**config.mk**
```make
export PLATFORM = sky130hd
export DESIGN_NAME = bcd_alarm_timekeeper
export DESIGN_NICKNAME = d
export VERILOG_FILES = /design/src/rtl/bcd_clock_pkg.sv /design/src/rtl/bcd_time_add.sv /design/src/rtl/bcd_alarm_timekeeper.sv
export SDC_FILE = /design/constraint.sdc
export NUM_CORES = 1
export LEC_CHECK = 0
export ABC_AREA = 1
export CAP_MARGIN = 5
export CORE_UTILIZATION = 45
export CTS_CLUSTER_DIAMETER = 30
export CTS_CLUSTER_SIZE = 12
export DETAILED_ROUTE_END_ITERATION = 7
export PLACE_DENSITY = 0.68
export SETUP_SLACK_MARGIN = 0.2
export SLEW_MARGIN = 20
export SYNTH_ARGS = -nofsm -noshare
export SYNTH_HDL_FRONTEND = slang
export SYNTH_SLANG_ARGS = --single-unit
```
**constraint.sdc**
```tcl
create_clock -name CLOCK_50 -period 8.45 [get_ports CLOCK_50]
set_input_delay 0.845 -clock CLOCK_50 [delete_from_list [all_inputs] [get_ports CLOCK_50]]
set_output_delay 0.845 -clock CLOCK_50 [all_outputs]
set_load 0.01 [all_outputs]
```
**src/rtl/bcd_clock_pkg.sv**
```systemverilog
// rtl/bcd_clock_pkg.sv - field codes, BCD limits, alarm FSM states and BCD helpers
package bcd_clock_pkg;
  localparam logic [1:0] FIELD_CC = 2'd0;
  localparam logic [1:0] FIELD_SS = 2'd1;
  localparam logic [1:0] FIELD_MM = 2'd2;
  localparam logic [1:0] FIELD_HH = 2'd3;

  localparam logic [7:0] MAX_HH = 8'h23;
  localparam logic [7:0] MAX_MS = 8'h59;
  localparam logic [7:0] MAX_CC = 8'h99;

  typedef enum logic [1:0] {IDLE, RING, SNOOZE} alarm_state_t;

  // Packed BCD compares like binary once both nibbles are decimal digits.
  function automatic logic bcd_valid(input logic [7:0] value, input logic [7:0] max);
    return (value[7:4] <= 4'd9) && (value[3:0] <= 4'd9) && (value <= max);
  endfunction

  function automatic logic [7:0] bcd_inc(input logic [7:0] value);
    if (value[3:0] == 4'd9) return {value[7:4] + 4'd1, 4'd0};
    return {value[7:4], value[3:0] + 4'd1};
  endfunction

  function automatic logic [6:0] bcd2bin(input logic [7:0] value);
    return 7'(value[7:4]) * 7'd10 + 7'(value[3:0]);
  endfunction

  function automatic logic [7:0] bin2bcd(input logic [6:0] value);
    return {4'(value / 7'd10), 4'(value % 7'd10)};
  endfunction
endpackage

```
**src/rtl/bcd_time_add.sv**
```systemverilog
// rtl/bcd_time_add.sv - adds a fixed number of minutes to a BCD HH:MM:SS with hour and day wrap
module bcd_time_add
  import bcd_clock_pkg::*;
#(
  parameter int ADD_MIN = 5
) (
  input  logic [7:0] hh,
  input  logic [7:0] mm,
  input  logic [7:0] ss,
  output logic [7:0] sum_hh,
  output logic [7:0] sum_mm,
  output logic [7:0] sum_ss
);
  logic [6:0] mm_sum;
  logic [6:0] hh_sum;

  // ADD_MIN is below an hour, so at most one hour carry is possible.
  always_comb begin
    mm_sum = bcd2bin(mm) + 7'(ADD_MIN);
    hh_sum = bcd2bin(hh);
    if (mm_sum >= 7'd60) begin
      mm_sum = mm_sum - 7'd60;
      hh_sum = hh_sum + 7'd1;
    end
    if (hh_sum >= 7'd24) hh_sum = hh_sum - 7'd24;
    sum_mm = bin2bcd(mm_sum);
    sum_hh = bin2bcd(hh_sum);
  end

  assign sum_ss = ss;
endmodule

```
**src/rtl/bcd_alarm_timekeeper.sv**
```systemverilog
// rtl/bcd_alarm_timekeeper.sv - 24-hour BCD timekeeper with multiple alarms, snooze and ring timeout
module bcd_alarm_timekeeper
  import bcd_clock_pkg::*;
#(
  parameter int CLK_HZ = 50000000,
  parameter int TICK_HZ = 100,
  parameter int NUM_ALARMS = 4,
  parameter int SNOOZE_MIN = 5,
  parameter int RING_TIMEOUT_S = 60,
  localparam int AW = (NUM_ALARMS > 1) ? $clog2(NUM_ALARMS) : 1
) (
  input  logic                  CLOCK_50,
  input  logic                  reset,
  input  logic [7:0]            time_in,
  input  logic [1:0]            field_sel,
  input  logic                  wr_time,
  input  logic                  wr_alarm,
  input  logic [AW-1:0]         alarm_sel,
  input  logic [NUM_ALARMS-1:0] alarm_en,
  input  logic                  mode_12h,
  input  logic                  snooze,
  input  logic                  dismiss,
  output logic [31:0]           time_bcd,
  output logic [31:0]           disp_bcd,
  output logic                  pm,
  output logic                  tick,
  output logic                  wr_err,
  output logic                  ringing,
  output logic [AW-1:0]         ring_id,
  output logic                  play_start
);
  localparam int DIV = CLK_HZ / TICK_HZ;
  localparam int PW = (DIV > 1) ? $clog2(DIV) : 1;

  logic [7:0] hh, mm, ss, cc;
  logic [PW-1:0] presc;
  logic [7:0] al_hh [NUM_ALARMS];
  logic [7:0] al_mm [NUM_ALARMS];
  logic [7:0] al_ss [NUM_ALARMS];
  logic [7:0] tgt_hh, tgt_mm, tgt_ss;
  logic [7:0] snz_hh, snz_mm, snz_ss;
  logic [7:0] to_cnt;
  alarm_state_t state;

  logic [7:0] lim;
  logic fld_ok, time_ok, alarm_ok, reject;
  logic tc, advance, sec_evt, hit, snz_hit;
  logic [AW-1:0] hit_idx;
  logic [7:0] n_hh, n_mm, n_ss, n_cc;
  logic [7:0] disp_hh;

  always_comb begin
    case (field_sel)
      FIELD_HH: lim = MAX_HH;
      FIELD_CC: lim = MAX_CC;
      default:  lim = MAX_MS;
    endcase
  end

  assign fld_ok   = bcd_valid(time_in, lim);
  assign time_ok  = wr_time && fld_ok;
  assign alarm_ok = wr_alarm && (field_sel != FIELD_CC) && fld_ok && (int'(alarm_sel) < NUM_ALARMS);
  assign reject   = (wr_time && !fld_ok) || (wr_alarm && (field_sel != FIELD_CC) && !fld_ok);

  // A valid time write owns the cycle: no tick, no advance, prescaler restarts.
  assign tc      = (presc == PW'(DIV - 1));
  assign advance = tc && !time_ok;
  assign sec_evt = advance && (cc == MAX_CC);

  always_comb begin
    n_cc = (cc == MAX_CC) ? 8'h00 : bcd_inc(cc);
    n_ss = ss;
    n_mm = mm;
    n_hh = hh;
    if (cc == MAX_CC) begin
      n_ss = (ss == MAX_MS) ? 8'h00 : bcd_inc(ss);
      if (ss == MAX_MS) begin
        n_mm = (mm == MAX_MS) ? 8'h00 : bcd_inc(mm);
        if (mm == MAX_MS) n_hh = (hh == MAX_HH) ? 8'h00 : bcd_inc(hh);
      end
    end
  end

  // Descending scan leaves the lowest matching index in hit_idx.
  always_comb begin
    hit     = 1'b0;
    hit_idx = '0;
    for (int k = NUM_ALARMS - 1; k >= 0; k--) begin
      if (alarm_en[k] && ({al_hh[k], al_mm[k], al_ss[k]} == {n_hh, n_mm, n_ss})) begin
        hit     = 1'b1;
        hit_idx = AW'(k);
      end
    end
    hit = hit && sec_evt;
  end

  assign snz_hit = sec_evt && ({tgt_hh, tgt_mm, tgt_ss} == {n_hh, n_mm, n_ss});

  bcd_time_add #(.ADD_MIN(SNOOZE_MIN)) u_snooze_add (
    .hh     (hh),
    .mm     (mm),
    .ss     (ss),
    .sum_hh (snz_hh),
    .sum_mm (snz_mm),
    .sum_ss (snz_ss)
  );

  always_ff @(posedge CLOCK_50) begin
    if (reset) begin
      {hh, mm, ss, cc} <= '0;
      presc  <= '0;
      tick   <= 1'b0;
      wr_err <= 1'b0;
      for (int k = 0; k < NUM_ALARMS; k++) begin
        al_hh[k] <= 8'h00;
        al_mm[k] <= 8'h00;
        al_ss[k] <= 8'h00;
      end
    end else begin
      tick   <= advance;
      wr_err <= reject;
      if (time_ok || tc) presc <= '0;
      else               presc <= presc + PW'(1);
      if (time_ok) begin
        case (field_sel)
          FIELD_CC: cc <= time_in;
          FIELD_SS: ss <= time_in;
          FIELD_MM: mm <= time_in;
          default:  hh <= time_in;
        endcase
      end else if (advance) begin
        {hh, mm, ss, cc} <= {n_hh, n_mm, n_ss, n_cc};
      end
      if (alarm_ok) begin
        case (field_sel)
          FIELD_SS: al_ss[alarm_sel] <= time_in;
          FIELD_MM: al_mm[alarm_sel] <= time_in;
          FIELD_HH: al_hh[alarm_sel] <= time_in;
          default:  ;
        endcase
      end
    end
  end

  always_ff @(posedge CLOCK_50) begin
    if (reset) begin
      state      <= IDLE;
      ringing    <= 1'b0;
      ring_id    <= '0;
      play_start <= 1'b0;
      to_cnt     <= 8'd0;
      {tgt_hh, tgt_mm, tgt_ss} <= '0;
    end else begin
      play_start <= 1'b0;
      case (state)
        IDLE: if (hit) begin
          state      <= RING;
          ringing    <= 1'b1;
          ring_id    <= hit_idx;
          play_start <= 1'b1;
          to_cnt     <= 8'd0;
        end
        RING: if (dismiss) begin
          state   <= IDLE;
          ringing <= 1'b0;
        end else if (snooze) begin
          state   <= SNOOZE;
          ringing <= 1'b0;
          {tgt_hh, tgt_mm, tgt_ss} <= {snz_hh, snz_mm, snz_ss};
        end else if (sec_evt) begin
          if (to_cnt == 8'(RING_TIMEOUT_S - 1)) begin
            state   <= IDLE;
            ringing <= 1'b0;
          end else begin
            to_cnt <= to_cnt + 8'd1;
          end
        end
        SNOOZE: if (dismiss) begin
          state <= IDLE;
        end else if (hit || snz_hit) begin
          state      <= RING;
          ringing    <= 1'b1;
          play_start <= 1'b1;
          to_cnt     <= 8'd0;
          if (hit) ring_id <= hit_idx;
        end
        default: state <= IDLE;
      endcase
    end
  end

  always_comb begin
    disp_hh = hh;
    if (mode_12h) begin
      if (hh == 8'h00)      disp_hh = 8'h12;
      else if (hh > 8'h12)  disp_hh = bin2bcd(bcd2bin(hh) - 7'd12);
    end
  end

  assign time_bcd = {hh, mm, ss, cc};
  assign disp_bcd = {disp_hh, mm, ss, cc};
  assign pm       = (hh >= 8'h12);
endmodule
```
# Word-level counts from Yosys, hierarchy flattened
# Memory sizes are Yosys's and may differ from the RTL's.
# Index checks and enable logic that the tools add are counted.
# W data, S select, Z words.
totals:
  ff_bits: 91
  latch_bits: 0
  ram_bits: 96
  mem_bits_ro: 0
  input_bits: 23
  out_inout_bits: 71
  wordCells: 239
  mem_count: 3
op_classes:
  add_sub_neg: 17
  n_mul: 2
  div_mod_pow: 6
  order_cmp: 7
  n_eq_ne: 34
  shifts: 0
  mux: 110
  bitwise: 1
  reduce_logical: 43
mem_list:
  columns: ["memory", "words", "word_bits", "rd", "rd_ports_with_merged_regs", "write_ports", "line_no", "rtl"]
  rows:
  - ["al_hh", 4, 8, 4, 0, 4, "bcd_alarm_timekeeper.sv:37", "logic [7:0] al_hh [NUM_ALARMS];"]
  - ["al_mm", 4, 8, 4, 0, 4, "bcd_alarm_timekeeper.sv:38", "logic [7:0] al_mm [NUM_ALARMS];"]
  - ["al_ss", 4, 8, 4, 0, 4, "bcd_alarm_timekeeper.sv:39", "logic [7:0] al_ss [NUM_ALARMS];"]
ops:
  columns: ["op", "n"]
  rows:
  - ["$mux W8", 43]
  - ["$eq A24 B24 Y1", 5]
  - ["$mux W1", 41]
  - ["$mux W2", 17]
  - ["$add A4 B1 Y4 const B", 8]
  - ["$pmux W8 S3", 1]
  - ["$reduce_or A8 Y1", 3]
  - ["$div A7 B4 Y7 const B", 3]
  - ["$mod A7 B4 Y7 const B", 3]
  - ["$mux W7", 3]
  - ["$add A19 B1 Y19 const B", 1]
  - ["$eq A19 B19 Y1 const B", 1]
  - ["$eq A4 B4 Y1 const B", 4]
  - ["$eq A8 B6 Y1 const B", 2]
  - ["$eq A8 B7 Y1 const B", 2]
  - ["$ne A2 B2 Y1 const B", 8]
  - ["$pmux W8 S2", 1]
  - ["$logic_and A1 B1 Y1", 15]
  - ["$add A7 B4 Y7", 2]
  - ["$mul A4 B3 Y6 const B", 2]
  - ["$reduce_and A3 Y1", 3]
  - ["$add A8 B1 Y8 const B", 1]
  - ["$eq A8 B8 Y1 const B", 1]
  - ["$ge A8 B5 Y1 const B", 1]
  - ["other kinds (32)", 49]

# Logic depth before layout (Yosys ltp)
depth:
  depth_word: 21
  mapped_depth: 42
  ltp_nobuf: 42

# By module
# Synthesis repeated with hierarchy kept, for this count alone.
hier_totals:
  hier_cells: 1924
  hier_area_um2: 13758.2
by_module_without_submodules:
  columns: ["mod", "n_inst", "cells_each", "area_each_um2", "seq_area_each_um2"]
  rows:
  - ["bcd_alarm_timekeeper", 1, 1624, 11783.8, 4704.5]
  - ["bcd_time_add", 1, 300, 1974.4, 0.0]

# Worst setup path after synthesis
# OpenSTA, ideal clock, no wires.
synth_timing:
  path_type: "register to output"
  startpoint: "register hh[6]"
  endpoint: "output port disp_bcd[25]"
  arrival_ns: 4.203
  required_ns: 7.605
  slack_ns: 3.402
  stages_incl_launch_ff: 29
  n_path_buf: 0
  path_cell_list: "dfxtp_1 -> ha_1 -> ha_1 -> or2_2 -> nand2_1 -> inv_1 -> ha_1 -> nand3b_1 -> xor2_1 -> nand2_1 -> inv_2 -> nand2_1 -> o21ai_2 -> inv_2 -> nand2_1 -> nand2_1 -> nand3_2 -> xor2_1 -> nand2_1 -> nand2_1 -> nand2_1 -> xor2_1 -> ha_1 -> inv_1 -> nand2_1 -> nand3_2 -> nand2_1 -> nand3_1 -> a21oi_1"
synth_between:
  elab_chain_cells: 7
  elab_cells_between_ends: 9
  classes_between: "add/sub (2); mul (1); div (1); order compare (1); mux (3); reduce/logical (1)"
synth_lines:
  columns: ["element", "line_no", "rtl"]
  rows:
  - ["start: declaration", "bcd_alarm_timekeeper.sv:35", "logic [7:0] hh, mm, ss, cc;"]
  - ["start signal: assignment", "bcd_alarm_timekeeper.sv:129", "default: hh <= time_in;"]
  - ["start signal: assignment", "bcd_alarm_timekeeper.sv:132", "{hh, mm, ss, cc} <= {n_hh, n_mm, n_ss, n_cc};"]
  - ["$mul A4 B3 Y6", "bcd_clock_pkg.sv:25", "return 7'(value[7:4]) * 7'd10 + 7'(value[3:0]);"]
  - ["$add A7 B4 Y7", "bcd_clock_pkg.sv:25", null]
  - ["$sub A7 B4 Y7", "bcd_alarm_timekeeper.sv:196", "else if (hh > 8'h12) disp_hh = bin2bcd(bcd2bin(hh) - 7'd12);"]
  - ["$mod A7 B4 Y7", "bcd_clock_pkg.sv:29", "return {4'(value / 7'd10), 4'(value % 7'd10)};"]
  - ["$mux W8", "bcd_alarm_timekeeper.sv:196", null]
  - ["$mux W8 *", "bcd_alarm_timekeeper.sv:195", "if (hh == 8'h00) disp_hh = 8'h12;"]
  - ["$mux W8 *", "bcd_alarm_timekeeper.sv:194", "if (mode_12h) begin"]
  - ["end: declaration", "bcd_alarm_timekeeper.sv:24", "output logic [31:0] disp_bcd,"]
# Every way passes the cells marked *; elsewhere a longest branch is shown, timed or not.

# Worst setup path in the final report
layout_timing:
  startpoint: "register hh[4]"
  endpoint: "output port disp_bcd[25]"
# The elaborated chain is that of the path after synthesis.

==> flow_summary.ini <==
[synth]
async_flop_share = 0
synth_area_leaders = edfxtp_1, dfxtp_1, nand2_1
synth_edf_count = 96
synth_cell_types = 69
synth_fp_nets = 1956
synth_top_area_cell = edfxtp_1
ys_ff_latch = 187
netlist_instances = 1871
ys.flop_type = edfxtp_1
seq_area_frac_synth = 0.343
synth_top_area_frac = 0.210
synth_common_cells = nand2_1, nor2_1, inv_1, o21ai_0, nand3_1
yosysMostFrequentCell = nand2_1
avgSynthCellArea_um2 = 7.33
ys_warn_count = 0
synthesis.area_mm2 = 0.0137

[cts]
cts-root-buf = clkbuf_16
clock_latency_ps = 440
path_clk_slew_ps = 80
post_cts_buffers = 0
clk_path_buf_depth = 2
h-tree-depth = 4
cts_hold_buffers = 0
cts_buffers = 17
clock-sinks = 187
cts_tree = built
post_cts_resized = 0

[pwr]
pwr-share-clk = 0.375
p_leak_nw = 6.59
p_int_w = 0.00152
peakVddDrop_mv = 0.133
swShare = 0.305
power.density_mw_per_mm2 = 142
combPwrFrac = 0.166
seqPwrFrac = 0.459
power_switching_w = 0.000668
power_w = 0.00219

[timing]
slew_viol_final = 0
fin_crit_sh = 0.771
fin_setup_tns_ps = 0
finalCriticalPeriod_ps = 6510
rsz0062_at_grt = false
clock.fmax_mhz = 154
slew_headroom = 0.289
skew_ps = 13.1
worst_slew_pin_slew_ps = 1060
setup_ws_ps = 1940
setup_viol_count_final = 0
hold_viol = 0

[routing]
postRouteAntennaNets = 0
wirelength_um = 41800
drt_iter0_drc = 1200
routedWlPerCell_um = 17.9
vias = 12907
drc = 0
via_per_inst = 5.55
drtPass1Iterations = 7

[global_routing]
grt_overflow = 0
grtUsageTotal = 0.271
grt_pass1_wl_um = 64800
antenna_found_initial = 0
grt_pass1_vias = 11913
grt_max_degree = 55

[place]
pre_cts_slack_ps = 2480
place.gp.congestion = 0.973
portBuffers = 93
hpwlAfterDp_um = 30700

[floorplanning]
start_util = 0.460
row_count = 63
core_area_mm2 = 0.0298
die_w_um = 177
die-area_mm2 = 0.0312
io_pins = 94
die_h_um = 177

[critical_path]
crit_type = reg -> out
cp-end-kind = output port
worstPathRequired_ps = 7610
cp_max_fo = 7
arrival_ps = 5670
startpoint_type = register

[run]
cap_violations = 0

[finish]
area_growth_pct = 12.3
fin_nets = 2009
antenna_cells = 0
drive_gt1_frac = 0.0929

[worst_hold_path]
hold_class = reg -> reg

[run_status]
status = finished, final reports clean
==> logic make-up after synthesis <==
logic type / after synthesis / synth area share
adders and majority gates: 62 / 0.0588
AOI/OAI and AO/OA: 251 / 0.105
buffers and inverters: 323 / 0.0988
DFF: 187 / 0.343
xor gates and xnor gates: 71 / 0.0480
and+or+nand+nor: 977 / 0.346
==> path summary, 6_finish.rpt <==
path / startpoint / end / slack, ps / cells past startpoint
max: hh[4] / disp_bcd[25] / 1940 / 26
max reg2reg: mm[6] / tgt_mm[1] / 3050 / 34
min reg2reg: presc[0] / presc[0] / 460 / 1
min: presc[0] / presc[0] / 460 / 1
==> worst max-delay path, cell delays in order (launching register included) <==
cell	delay [ps]
dfxtp_1	480
ha_1	290
ha_1	360
or2_2	320
nand2_1	140
inv_1	140
ha_1	310
nand3b_1	200
xor2_1	210
inv_1	80
o21bai_1	260
nor2_1	70
nand2_1	110
nand3_2	120
xor2_1	280
nand2_1	130
nand2_1	80
nand2_1	100
xor2_1	220
ha_1	200
inv_1	40
nand2_1	130
nand3_2	110
nand2_1	90
nand3_1	70
a21oi_1	140
clkdlybuf4s50_1	550
==> state kept, by name, indices dropped and copies added, names as in the netlist, 2 cells and up <==
signal	cells
hh	8
tgt_hh	8
to_cnt	8
cc	8
presc	19
al_hh	32
al_ss	32
al_mm	32
state	2
tgt_ss	8
ss	8
ring_id	2
mm	8
tgt_mm	8
==> layout make-up <==
type                            count  area, µm²
Timing Repair Buffer              101        991
Multi-Input combinational cell   1361       7650
Clock inverter                     14        141
Inverter                          256        966
Sequential cell                   187       4700
Tap cell                          390        488
Clock buffer                       18        450
Fill cell                        2923      14400
==> through the flow <==
stage,instance area (µm²),hold slack (ps),utilization,std cells
6_report,15400,456,0.517,2327
5_1_grt,15400,477,0.517,2327
4_1_cts,15400,456,0.517,2327
3_5_place_dp,14800,444,0.497,2295
3_3_place_gp,14800,430,0.497,2295
2_1_floorplan,13700,418,-,1871
==> layer usage <==
metal  part of all wire  up-vias  track usage  wire length [µm]
met5                  0        -            0                 0
met4              0.031        0        0.102              1300
met3              0.059       76       0.0297              2480
met2               0.47      426        0.455             19700
met1               0.44     6083        0.358             18300
li1                   -     6322            -                 -
==> power groups by stage <==
stage | sequential (W) | clock (W) | combinational (W)
2_1_floorplan | 0.00102 | 0 | 0.000255
3_3_place_gp | 0.00102 | 0 | 0.000351
3_5_place_dp | 0.00103 | 0 | 0.000356
4_1_cts | 0.00100 | 0.000824 | 0.000358
5_1_grt | 0.00101 | 0.000862 | 0.000402
6_report | 0.00100 | 0.000822 | 0.000363
==> cells in the final DEF, fill, tap and decap left out, types with 18 or more instances in the layout <==
cell,instances
nor3_1,56
nor4_1,33
inv_1,232
xor2_1,40
nor2_1,247
edfxtp_1,96
a21oi_1,69
xnor2_1,27
nand4_1,57
nand3_1,97
nand2_2,30
nand3b_1,18
ha_1,58
dfxtp_1,91
o21ai_0,104
clkbuf_16,18
nand2_1,335
or2_2,27
clkdlybuf4s50_1,93
(Power assumes the default switching activity.)
==> edit 1, RTL diff (config.mk and constraints unchanged) <==
Change the parameter `NUM_ALARMS` from 4 to 8.
--- a/src/rtl/bcd_alarm_timekeeper.sv
+++ b/src/rtl/bcd_alarm_timekeeper.sv
@@ -6,3 +6,3 @@
   parameter int TICK_HZ = 100,
-  parameter int NUM_ALARMS = 4,
+  parameter int NUM_ALARMS = 8,
   parameter int SNOOZE_MIN = 5,
Ports: changed (resized alarm_en, alarm_sel and ring_id); port bits go from 94 to 100. The function was not compared with the original's and may differ.
==> edit 1 against the unedited design <==
Design area increased by 39%; hold slack worse by 0.00060 ns; clock power grew to 3.4 times the old value; wire length rose by 22%; non-clock buffer count is 4 higher; via count is 23% higher; area after synthesis grew 29%; sequential cell count increased by 97; critical endpoint unchanged; first-iteration DRC count grew 5.6%; synthesized cell count up 21%; worst setup slack got worse by 0.55 ns; die area rose by 29%; power increased by 120%.
==> edit 1: results (changes against the unedited design) <==
Outcome
  – Status: finished, final reports clean

CTS
  – Inserted Clock Buffers: 73 (+56)
  – CTS H-Tree Depth: 3 (-1)
  – Worst-path clk slew: 0.04 ns (-0.04 ns)
  – Worst-Skew Late Latency: 0.58 ns (+0.14 ns)
  – CTS max path bufs: 3 (+1)

GRT
  – Global-route wire length before repair: 79.9 mm (+23%)
  – Largest net degree at the start of global routing: 77 (+40%)
  – M3 GR Usage: 4.25% (+1.3 points)
  – Met2 usage: 42.6% (-2.9 points)
  – Met1 Resource Use GR: 32.1% (-3.6 points)
  – Total GRT Usage: 25.2% (-1.9 points)

Logic synthesis
  – Count of cell types in the netlist: 58 (-16%)
  – Post-synth EDFFs: 192 (+100%)
  – Sequential area share after synthesis: 43.0% (+8.7 points)
  – Post-Synth XOR/XNOR Area: 5.64% (+0.84 points)
  – Compound-gate portion of the synthesized area: 9.41% (-1.1 points)
  – Ranking of synthesized cells by area: edfxtp_1 (33%), dfxtp_1 (10%), nand2_1 (9.9%), nor2_1 (7.6%), inv_1 (4.9%)
  – Post-synthesis adder-cell area fraction: 4.55% (-1.3 points)

Place
  – Post-place instance area: 18,800 um^2 (+27%)
  – GPL Wtd Cong: 0.919 (-5.6%)
  – Dpl hpwl: 35.7 mm (+16%)
  – Pre-CTS setup slack: 2.04 ns (-0.436 ns)
  – Port bufs: 99 (+6.5%)

Critical path
  – CP max stage cell: fa_1
  – Reg2reg end: tgt_hh[1]
  – Register-to-Register Path Depth: 39 (+15%)
  – Largest fanout on the critical path: 9 (+2)
  – R2R Setup Slk: 2.75 ns (-0.30 ns)
  – FF-to-FF Start: mm[7]
  – Slowest cell delay on critical path: 0.63 ns (+0.08 ns)

Floorplan
  – Die ar.: 40,100 um^2 (+29%)

Route
  – Post-Route M1 WL: 21.2 mm (+16%)
  – DRT iter0 DRCs: 1,267 (+5.6%)
  – DRT Wirelength: 50.9 mm (+22%)
  – Vias per inst: 5.42 (-2.3%)
  – Iteration count of the initial detailed-routing pass: 5 (-2)
  – Metal2 WL: 24.5 mm (+24%)

Final layout
  – Fill cells: 3,501 (+20%)
  – Count of multi-input gates: 1,627 (+20%)
  – Multi-input gate share of total cell area: 40.3% (-9.4 points)
  – Largest regs: al_hh (64), al_mm (64), al_ss (64)
  – Non-clk buf share: 4.86% (-1.6 points)
  – FFs & Latches: 284 (+52%)
  – Final #Nets: 2,438 (+21%)

Timing
  – Worst setup margin: 1.39 ns (-0.548 ns)
  – Clock Skew: 0.0216 ns (+0.00847 ns)
  – Actual slew at the worst max-slew pin: 1.13 ns (+0.0764 ns)

Pwr
  – Worst-case vdd ir drop: 168 uV (+27%)
  – Leak: 0.00912 uW (+38%)
  – Internal cell power: 3630 uW (+140%)
## edit 1: how the worst min path moves through the flow
stage	end	cells past startpoint	slack, ns	start
after global routing	presc[0]	1	0.47	presc[0]
after global placement	presc[0]	1	0.43	presc[0]
final	presc[0]	1	0.46	presc[0]
after CTS	presc[0]	1	0.45	presc[0]
after floorplan	presc[0]	1	0.42	presc[0]
after detailed placement	presc[0]	1	0.45	presc[0]
## edit 1: stage by stage
| stage | util, % | cells |
|---|---|---|
| 2_1_floorplan | - | 2273 |
| 3_3_place_gp | 48.6 | 2791 |
| 3_5_place_dp | 48.6 | 2791 |
| 4_1_cts | 55.1 | 2920 |
| 5_1_grt | 55.1 | 2920 |
| 6_report | 55.1 | 2920 |
## edit 1: power by group through the flow
stage	registers [uW]	clock network (uW)	logic [uW]
global placement	1600	0	387
finish	1580	2800	404
global route	1590	2890	450
detailed placement	1600	0	398
CTS	1580	2820	401
floorplan	1590	0	280
==> edit 2, RTL diff (same flow settings) <==
Without the edit above. Register the outputs `time_bcd`, `disp_bcd` and `pm`, cleared by the reset; this adds one clock of latency there. The other outputs are not delayed to match.
--- a/src/rtl/bcd_alarm_timekeeper.sv
+++ b/src/rtl/bcd_alarm_timekeeper.sv
@@ -199,5 +199,13 @@
 
-  assign time_bcd = {hh, mm, ss, cc};
-  assign disp_bcd = {disp_hh, mm, ss, cc};
-  assign pm       = (hh >= 8'h12);
+  always_ff @(posedge CLOCK_50) begin
+    if (reset) begin
+      time_bcd <= '0;
+      disp_bcd <= '0;
+      pm       <= '0;
+    end else begin
+      time_bcd <= {hh, mm, ss, cc};
+      disp_bcd <= {disp_hh, mm, ss, cc};
+      pm       <= (hh >= 8'h12);
+    end
+  end
 endmodule
Function: changed (a bounded check fails within 4 cycles, from zero or initial values and one cycle with reset high).
==> edit 2 against the unedited design <==
Cell count shrank 3.0%; clock power grew 150%; global-route usage shrank 2.5 points; first-iteration DRC count shrank 13%; area after synthesis shrank 0.22%; sequential cell count grew 41; sequential power grew 20%; wire length shrank 9.3%; design area grew 8.0%; worst setup slack gained 1.2 ns; critical path type is now flop to flop; power grew 63%.
==> edit 2: results (changes against the unedited design) <==
CTS
  – CTS H-Tree Depth: 2 (-2)
  – Inserted Clock Buffers: 51 (+34)
  – CTS max path bufs: 3 (+1)
  – Setup Fix Bufs, Post-CTS: 0 (unchanged)
  – CTS root buffer: clkbuf_16
  – Worst-path clk slew: 0.05 ns (-0.03 ns)
  – Worst-Skew Late Latency: 0.56 ns (+0.12 ns)
  – Cts repair resizes: 0 (unchanged)

Logic synthesis
  – Commonest cells in the netlist: nand2_1 (293), nor2_1 (237), inv_1 (199)
  – Post-Synth XOR/XNOR Area: 6.26% (+1.5 points)
  – Count of cell types in the netlist: 67 (-2.9%)
  – Sequential area share after synthesis: 40.4% (+6.1 points)
  – Compound-gate portion of the synthesized area: 10.9% (+0.39 points)
  – Post-synthesis async set-or-reset flop share: 0% (unchanged)
  – Top FF cell, synth: dfxtp_1
  – Post-synthesis adder-cell area fraction: 5.89% (+0.013 points)
  – Ranking of synthesized cells by area: edfxtp_1 (21%), dfxtp_1 (19%), nand2_1 (8.0%), nor2_1 (6.5%), inv_1 (5.5%)
  – Syn Nets: 1,823 (-6.8%)
  – Synth warn: 0 (unchanged)
  – Post-synth EDFFs: 96 (unchanged)
  – Mux cell area share after synthesis: 0% (unchanged)

Route
  – Routed via count: 12,200 (-5.8%)
  – DRT Wirelength: 37.9 mm (-9.3%)
  – Iteration count of the initial detailed-routing pass: 5 (-2)
  – DRT iter0 DRCs: 1,048 (-13%)

Final layout
  – Fill cells: 2,716 (-7.1%)
  – Final #Nets: 1,910 (-4.9%)
  – Layout cells sized above 1: 11.7% (+2.4 points)
  – Diode count: 0 (unchanged)

GRT
  – Global-route wire length before repair: 59.8 mm (-7.8%)
  – Initial antenna violation count: 0 (unchanged)
  – Largest net degree at the start of global routing: 67 (+22%)
  – Total GRT Usage: 24.6% (-2.5 points)

Critical path
  – Critical path arrival: 5.73 ns (+0.06 ns)
  – Slowest cell delay on critical path: 0.55 ns (about the same)
  – FF-to-FF Start: mm[7]
  – Crit path from: mm[7]
  – Reg2reg end: tgt_hh[1]
  – Register-to-Register Path Depth: 40 (+18%)
  – CP max stage cell: fa_1
  – Largest fanout on the critical path: 10 (+3)

Min path
  – Tightest Hold Check Type: flop to flop
  – Worst hold path endpoint: presc[0]
  – Hold Startpoint: presc[0]
  – Hold depth: 1 (unchanged)

Timing
  – Worst rel slew slack: 37.0% (+8.1 points)
  – Clock Skew: 0.0305 ns (+0.0174 ns)

Place
  – Dpl hpwl: 27.2 mm (-11%)
  – Pre-CTS setup slack: 3.17 ns (+0.696 ns)
  – GPL Wtd Cong: 0.856 (-12%)
  – Port bufs: 93 (unchanged)

Outcome
  – Status: finished, final reports clean

Pwr
  – Worst-case vdd ir drop: 165 uV (+24%)
  – Leak: 0.00712 uW (+8.0%)
-- edit 2: cell types whose count changed after synthesis, sizes merged, moves of 15 or more --
| cell | change |
|---|---|
| dfxtp | +41 |
| inv | -32 |
| nand4 | -15 |
| nor3 | -21 |
| nand3 | -18 |
| or2 | -15 |
| nor4 | -21 |
| nand2 | -50 |
-- edit 2: final cells by class --
cell class / count / share of cell area (%)
Sequential cell: 228 / 33.2
Timing Repair Buffer: 99 / 5.84
Inverter: 223 / 5.04
Multi-Input combinational cell: 1222 / 42.0
Clock buffer: 65 / 8.67
Tap cell: 390 / 2.94
Clock inverter: 31 / 2.30
-- edit 2: logic make-up after synthesis --
group,Yosys count
AO/OA/AOI/OAI,260
XOR/XNOR,93
adder cells (fa/ha/maj),62
buffers and inverters,288
flip-flops,228
AND/OR/NAND/NOR,807
-- edit 2: worst max-delay path by stage --
| stage | to | slack [ns] | cells past startpoint |
|---|---|---|---|
| after floorplan | tgt_hh[1] | 3.85 | 40 |
| after global placement | to_cnt[6] | 3.36 | 24 |
| after detailed placement | to_cnt[7] | 3.17 | 24 |
| after CTS | tgt_hh[1] | 3.16 | 40 |
| after global routing | tgt_hh[1] | 2.59 | 40 |
| final | tgt_hh[1] | 3.15 | 40 |
-- edit 2: stage by stage --
step                instances  util, %  instance area, um^2  hold slack (ns)  power [uW]
floorplan                1738        -                13700            0.418        1450
global placement         2162     49.7                14800            0.433        1530
detailed placement       2162     49.7                14800            0.445        1540
CTS                      2258     55.8                16600            0.453        3590
global route             2258     55.8                16600            0.482        3690
finish                   2258     55.8                16600            0.448        3580
-- edit 2: power breakdown --
group | internal [uW] | switching (uW) | leakage, uW
Clock | 1390 | 653 | 0.000891
Combinational | 112 | 215 | 0.00425
Sequential | 1180 | 19.6 | 0.00198
Total | 2690 | 888 | 0.00712
-- edit 2: metal layers --
layer / routed length (um) / vias up / GRT usage (%)
met3: 3010 / 97 / 4.35
met1: 16000 / 5628 / 31.8
met4: 1300 / 0 / 11.2
li1: - / 5917 / -
met2: 17600 / 515 / 40.1
met5: 0 / - / 0
-- edit 2: critical path: cells and delay by family (launching register included) --
family / cells / cell delay (ns)
adder cells (fa/ha/maj): 5 / 1.48
buffers and inverters: 6 / 0.39
AND/OR/NAND/NOR: 29 / 2.83
flip-flops: 1 / 0.47
